$ cat config.mk
export PLATFORM = sky130hd
export DESIGN_NAME = alu_stim_sequencer
export DESIGN_NICKNAME = d
export VERILOG_FILES = /design/src/rtl/alu_test_pkg.sv /design/src/rtl/lfsr32_step.sv /design/src/rtl/alu_stim_sequencer.sv
export SDC_FILE = /design/constraint.sdc
export NUM_CORES = 1
export LEC_CHECK = 0
export ABC_CLOCK_PERIOD_IN_PS = 7300
export CAP_MARGIN = 20
export CORE_UTILIZATION = 50
export CTS_CLUSTER_SIZE = 24
export DETAILED_ROUTE_END_ITERATION = 12
export MAX_ROUTING_LAYER = met4
export PLACE_DENSITY = 0.81
export SYNTH_ARGS = -nofsm -noshare
export SYNTH_HDL_FRONTEND = slang
export SYNTH_HIERARCHICAL = 1
export SYNTH_SLANG_ARGS = --single-unit
$ cat constraint.sdc
create_clock -name clk -period 7.3 [get_ports clk]
set_clock_uncertainty 0.1 [all_clocks]
set_input_delay 0.73 -clock clk [delete_from_list [all_inputs] [get_ports clk]]
set_output_delay 0.73 -clock clk [all_outputs]
set_load 0.01 [all_outputs]
$ cat src/rtl/alu_test_pkg.sv
// rtl/alu_test_pkg.sv - shared types, constants and instruction encoder for the ALU32 stimulus path
package alu_test_pkg;

    typedef enum logic [2:0] {
        ST_IDLE,
        ST_DRIVE,
        ST_SETTLE,
        ST_CAPTURE,
        ST_DONE
    } state_t;

    localparam logic [31:0] LFSR_MASK = 32'h80200003;

    localparam int OPC_MSB   = 31;
    localparam int OPC_LSB   = 26;
    localparam int FUNCT_MSB = 5;
    localparam int FUNCT_LSB = 0;

    // R-type word: opcode field zero, funct field carries the op index.
    function automatic logic [31:0] encode_rtype(input logic [5:0] op);
        logic [31:0] word;
        word                     = '0;
        word[OPC_MSB:OPC_LSB]    = 6'b000000;
        word[FUNCT_MSB:FUNCT_LSB] = op;
        return word;
    endfunction

endpackage

$ cat src/rtl/lfsr32_step.sv
// rtl/lfsr32_step.sv - one combinational step of the 32-bit Galois operand LFSR
module lfsr32_step
    import alu_test_pkg::*;
(
    input  logic [31:0] cur,
    output logic [31:0] nxt
);

    assign nxt = (cur >> 1) ^ (cur[0] ? LFSR_MASK : 32'h0000_0000);

endmodule

$ cat src/rtl/alu_stim_sequencer.sv
// rtl/alu_stim_sequencer.sv - self-running ALU32 operand/instruction sweep with result signature
module alu_stim_sequencer
    import alu_test_pkg::*;
#(
    parameter int          NUM_OPS       = 16,
    parameter int          SETTLE_CYCLES = 2,
    parameter logic [31:0] LFSR_SEED     = 32'hACE12345
) (
    input  logic        clk,
    input  logic        rst,
    input  logic        start,
    input  logic [31:0] alu_out,
    output logic [31:0] in1,
    output logic [31:0] in2,
    output logic [31:0] instr,
    output logic        busy,
    output logic        done,
    output logic        res_valid,
    output logic [31:0] res_data,
    output logic [5:0]  op_idx,
    output logic [31:0] signature
);

    localparam logic [5:0]  LAST_OP     = 6'(NUM_OPS - 1);
    localparam logic [15:0] SETTLE_LOAD = 16'(SETTLE_CYCLES);

    state_t      state;
    logic [31:0] lfsr;
    logic [31:0] lfsr_n1;
    logic [31:0] lfsr_n2;
    logic [15:0] settle_cnt;

    // Two chained steps give both operands of one op and the seed for the next.
    lfsr32_step u_step1 (
        .cur (lfsr),
        .nxt (lfsr_n1)
    );

    lfsr32_step u_step2 (
        .cur (lfsr_n1),
        .nxt (lfsr_n2)
    );

    // Sequencer FSM; every output is a register updated alongside the state.
    always_ff @(posedge clk or posedge rst) begin
        if (rst) begin
            state      <= ST_IDLE;
            lfsr       <= LFSR_SEED;
            settle_cnt <= '0;
            in1        <= '0;
            in2        <= '0;
            instr      <= '0;
            res_data   <= '0;
            op_idx     <= '0;
            signature  <= '0;
            busy       <= 1'b0;
            done       <= 1'b0;
            res_valid  <= 1'b0;
        end else begin
            res_valid <= 1'b0;
            case (state)
                ST_IDLE, ST_DONE: begin
                    if (start) begin
                        state     <= ST_DRIVE;
                        op_idx    <= '0;
                        signature <= '0;
                        lfsr      <= LFSR_SEED;
                        done      <= 1'b0;
                        busy      <= 1'b1;
                    end
                end
                ST_DRIVE: begin
                    in1        <= lfsr;
                    in2        <= lfsr_n1;
                    instr      <= encode_rtype(op_idx);
                    lfsr       <= lfsr_n2;
                    settle_cnt <= SETTLE_LOAD;
                    state      <= ST_SETTLE;
                end
                ST_SETTLE: begin
                    settle_cnt <= settle_cnt - 16'd1;
                    // res_valid is raised on entry so it is high exactly during CAPTURE.
                    if (settle_cnt <= 16'd1) begin
                        state     <= ST_CAPTURE;
                        res_valid <= 1'b1;
                    end
                end
                ST_CAPTURE: begin
                    res_data  <= alu_out;
                    signature <= {signature[30:0], signature[31]} ^ alu_out;
                    if (op_idx == LAST_OP) begin
                        state <= ST_DONE;
                        busy  <= 1'b0;
                        done  <= 1'b1;
                    end else begin
                        op_idx <= op_idx + 6'd1;
                        state  <= ST_DRIVE;
                    end
                end
                default: begin
                    state <= ST_IDLE;
                    busy  <= 1'b0;
                    done  <= 1'b0;
                end
            endcase
        end
    end

endmodule
==> impl_results.md <==
- Outcome: completed
- Critical path endpoint category: flop
- CTS resizes: 0
- Largest net degree at the start of global routing: 131
- Setup repair bufs after CTS: 0
- Clock slew at reported path FFs: 70 ps
- FF+latch count, synth: 194
- DR pass1 iterations: 4
- WL per Instance: 15.3 µm
- Seq/Total Area, Yosys: 0.577
- Hold wc startpoint: in2[17]$_DFFE_PP0P_
- Num CTS Buffers: 17
- Cell Rows: 47
- H-tree Lvls: 4
- EDFF count, synth: 0
- Power Dens Cells: 455 nW/µm²
- Post-synth top area cell: dfrtp_1
- Area delta synth->final: 23.5%
- DIE HEIGHT: 132 µm
- Synthesis Warnings: 6
- Worst Path Arrival: 3060 ps
- Vias in the first global route: 5862
- Most frequent cell after synthesis: nand2_1
- Latest clock arrival within the worst-skew pair: 430 ps
- Die X-Extent: 132 µm
- Fin nets: 990
- Hold crit path type: flop to flop
- Detailed-route wire length: 18.1 mm
- Hold bufs inserted after CTS: 0
- Top cells by count, synth: nand2_1, dfrtp_1, buf_4
- Cell Area, Synth: 8450 µm²
- Normalized max-slew margin: 0.351
- TritonCTS clock tree: yes
- CP startpoint kind: flop
- Max Slew Vio Count: 0
- Max IR drop VDD: 226 µV
- Worst R2R Path Depth: 4
- Total die area: 17400 µm²
- CTS root buf: clkbuf_16
- Worst-Margin Slew: 974 ps
- Final setup margin: 4490 ps
- Post-route setup TNS: 0 ps
- Syn Inst Count: 853
- Clock Path Buffers: 2
- Initial antenna violation count: 0
- Total Routing Usage GR: 0.224
- IO Pins: 204
- Max Fanout on Critical Path: 97
- Finished Layout Cells: 1185
- First-pass GRT wire length: 29.8 mm
- Iteration-0 DRC Markers: 359
- Reg2reg end: lfsr[9]$_DFFE_PP1P_
- Initial Utilization: 0.511
- Netlist cell types: 45
- Fin crit period: 2810 ps
- Reg2reg setup slack: 4490 ps
- Clock sinks: 194
- CP Data Required Time: 7550 ps
- DP Wirelength: 11.6 mm
- Port buffer count: 177
- Ys async rst share: 1.00
- CP Class: flop to flop
- Vias after detailed routing: 6099
- Leak pwr: 5.02 nW
- Ys flop type: dfrtp_1
- Final Hold Viols: 0
- GRT overflow: 0
- Met3 usage: 0.0557
- Core area: 16500 µm²
- Final ANT Viol Nets: 0
- Hold Path Stages: 2
- Critical R2R Launch: state[1]$_DFFE_PP0P_
- # Max-Cap Violations: 0
- Unrepaired setup endpoints after global routing: false
- Share of post-route cells with drive strength above 1: 0.0632
- Via/cell ratio: 5.15
- Top cells by area, synth: dfrtp_1, nand2_1, buf_4, a22o_1, dfstp_2
- Worst hold path endpoint: in2[17]$_DFFE_PP0P_
- Top cell type's share of synthesized area: 0.533
- Post-Syn Area per Cell: 9.90 µm²
- Placer congestion estimate: 0.800
- Dpl cells: 1153
- Max Fclk: 356 MHz
- Post-Place Worst Slack: 4440 ps
- Drt drc: 0
- Grt met1 use: 0.299
- Final setup violation count: 0
- Met2 usage: 0.331
- N_diodes: 0
- Crit share post-route: 0.384
- Busiest grt layer: met2
-- where the power goes --
group / total [W] / switching [W] / internal [W]
Sequential: 0.00194 / 0.000391 / 0.00155
Clock: 0.000893 / 0.000439 / 0.000454
Combinational: 0.00191 / 0.000937 / 0.000976
-- worst max-delay path, stage by stage, from the launching register on --
cell	delay (ps)
dfrtp_1	720
nor2_1	180
nand2_4	730
nand2_1	620
o22a_1	370
-- sequential cells by signal, summed over array words and instances (netlist names) --
name and cells:
in1 32, in2 32, lfsr 32, res_data 32, signature 32, settle_cnt 16
instr 6, op_idx 6, state 3, busy 1, done 1, res_valid 1
-- kinds of logic (layout without fill, tap and decap cells) --
group | Yosys count | in the layout | synth area share
AO/OA/AOI/OAI | 107 | 107 | 0.101
multiplexers | 5 | 5 | 0.00592
AND/OR/NAND/NOR | 370 | 370 | 0.173
XOR/XNOR | 40 | 40 | 0.0415
adder cells (fa/ha/maj) | 3 | 3 | 0.00444
flip-flops | 194 | 194 | 0.577
buffers and inverters | 133 | 220 | 0.0970
other | 1 | 26 | 0.000444
-- layer usage --
layer  up-vias  wire length (µm)
met1      2997              7970
met2       198              8610
met5         -                 0
met4         0               306
li1       2882                 -
met3        22              1240
-- cell usage in the layout (no fill, tap or decap), types with 2 or more instances in the layout --
master / netlist / layout
conb_1: 1 / 26
clkdlybuf4s50_1: 0 / 177
o21ai_0: 11 / 11
o211ai_1: 4 / 4
nand2_1: 323 / 322
or4_1: 2 / 2
buf_4: 84 / 6
a22o_1: 51 / 51
mux2i_1: 5 / 5
clkinv_4: 0 / 4
a21oi_1: 8 / 8
o22a_1: 15 / 15
ha_1: 3 / 3
a22oi_1: 2 / 2
inv_1: 5 / 4
dfstp_2: 14 / 14
inv_8: 0 / 3
or3_1: 2 / 2
nor3_1: 8 / 8
clkinv_8: 0 / 2
xor2_1: 38 / 38
o311ai_0: 2 / 2
dfrtp_1: 180 / 180
nor2_1: 16 / 14
clkbuf_16: 0 / 17
nand3_1: 8 / 8
o31ai_1: 4 / 4
xnor2_1: 2 / 2
inv_6: 0 / 5
o41ai_1: 2 / 2
-- worst max path at each step --
stage	slack (ps)	to	depth (start not counted)	from
4_1_cts	4470	lfsr[9]$_DFFE_PP1P_	4	state[1]$_DFFE_PP0P_
5_1_grt	4220	lfsr[9]$_DFFE_PP1P_	4	state[1]$_DFFE_PP0P_
3_3_place_gp	4460	res_data[24]$_DFFE_PP0P_	3	rst
6_report	4490	lfsr[9]$_DFFE_PP1P_	4	state[1]$_DFFE_PP0P_
3_5_place_dp	4440	res_data[28]$_DFFE_PP0P_	3	rst
2_1_floorplan	1210	busy$_DFFE_PP0P_	1	rst
-- metrics by stage --
step           total power (W)  cell area (µm²)  hold slack (ps)   util
5_1_grt                0.00507            10400              393  0.631
2_1_floorplan          0.00311             8540              340      -
3_3_place_gp           0.00380             9860              357  0.597
6_report               0.00474            10400              373  0.631
4_1_cts                0.00478            10400              377  0.631
3_5_place_dp           0.00387             9860              362  0.597
-- final cells by class --
cell class,instances,area [µm²]
Tap cell,220,275
Inverter,5,26.3
Multi-Input combinational cell,551,2870
Fill cell,1341,6090
Sequential cell,194,4870
Clock buffer,18,429
Clock inverter,14,141
Timing Repair Buffer,183,1820
Note: power is estimated with default switching activity, not from simulation.
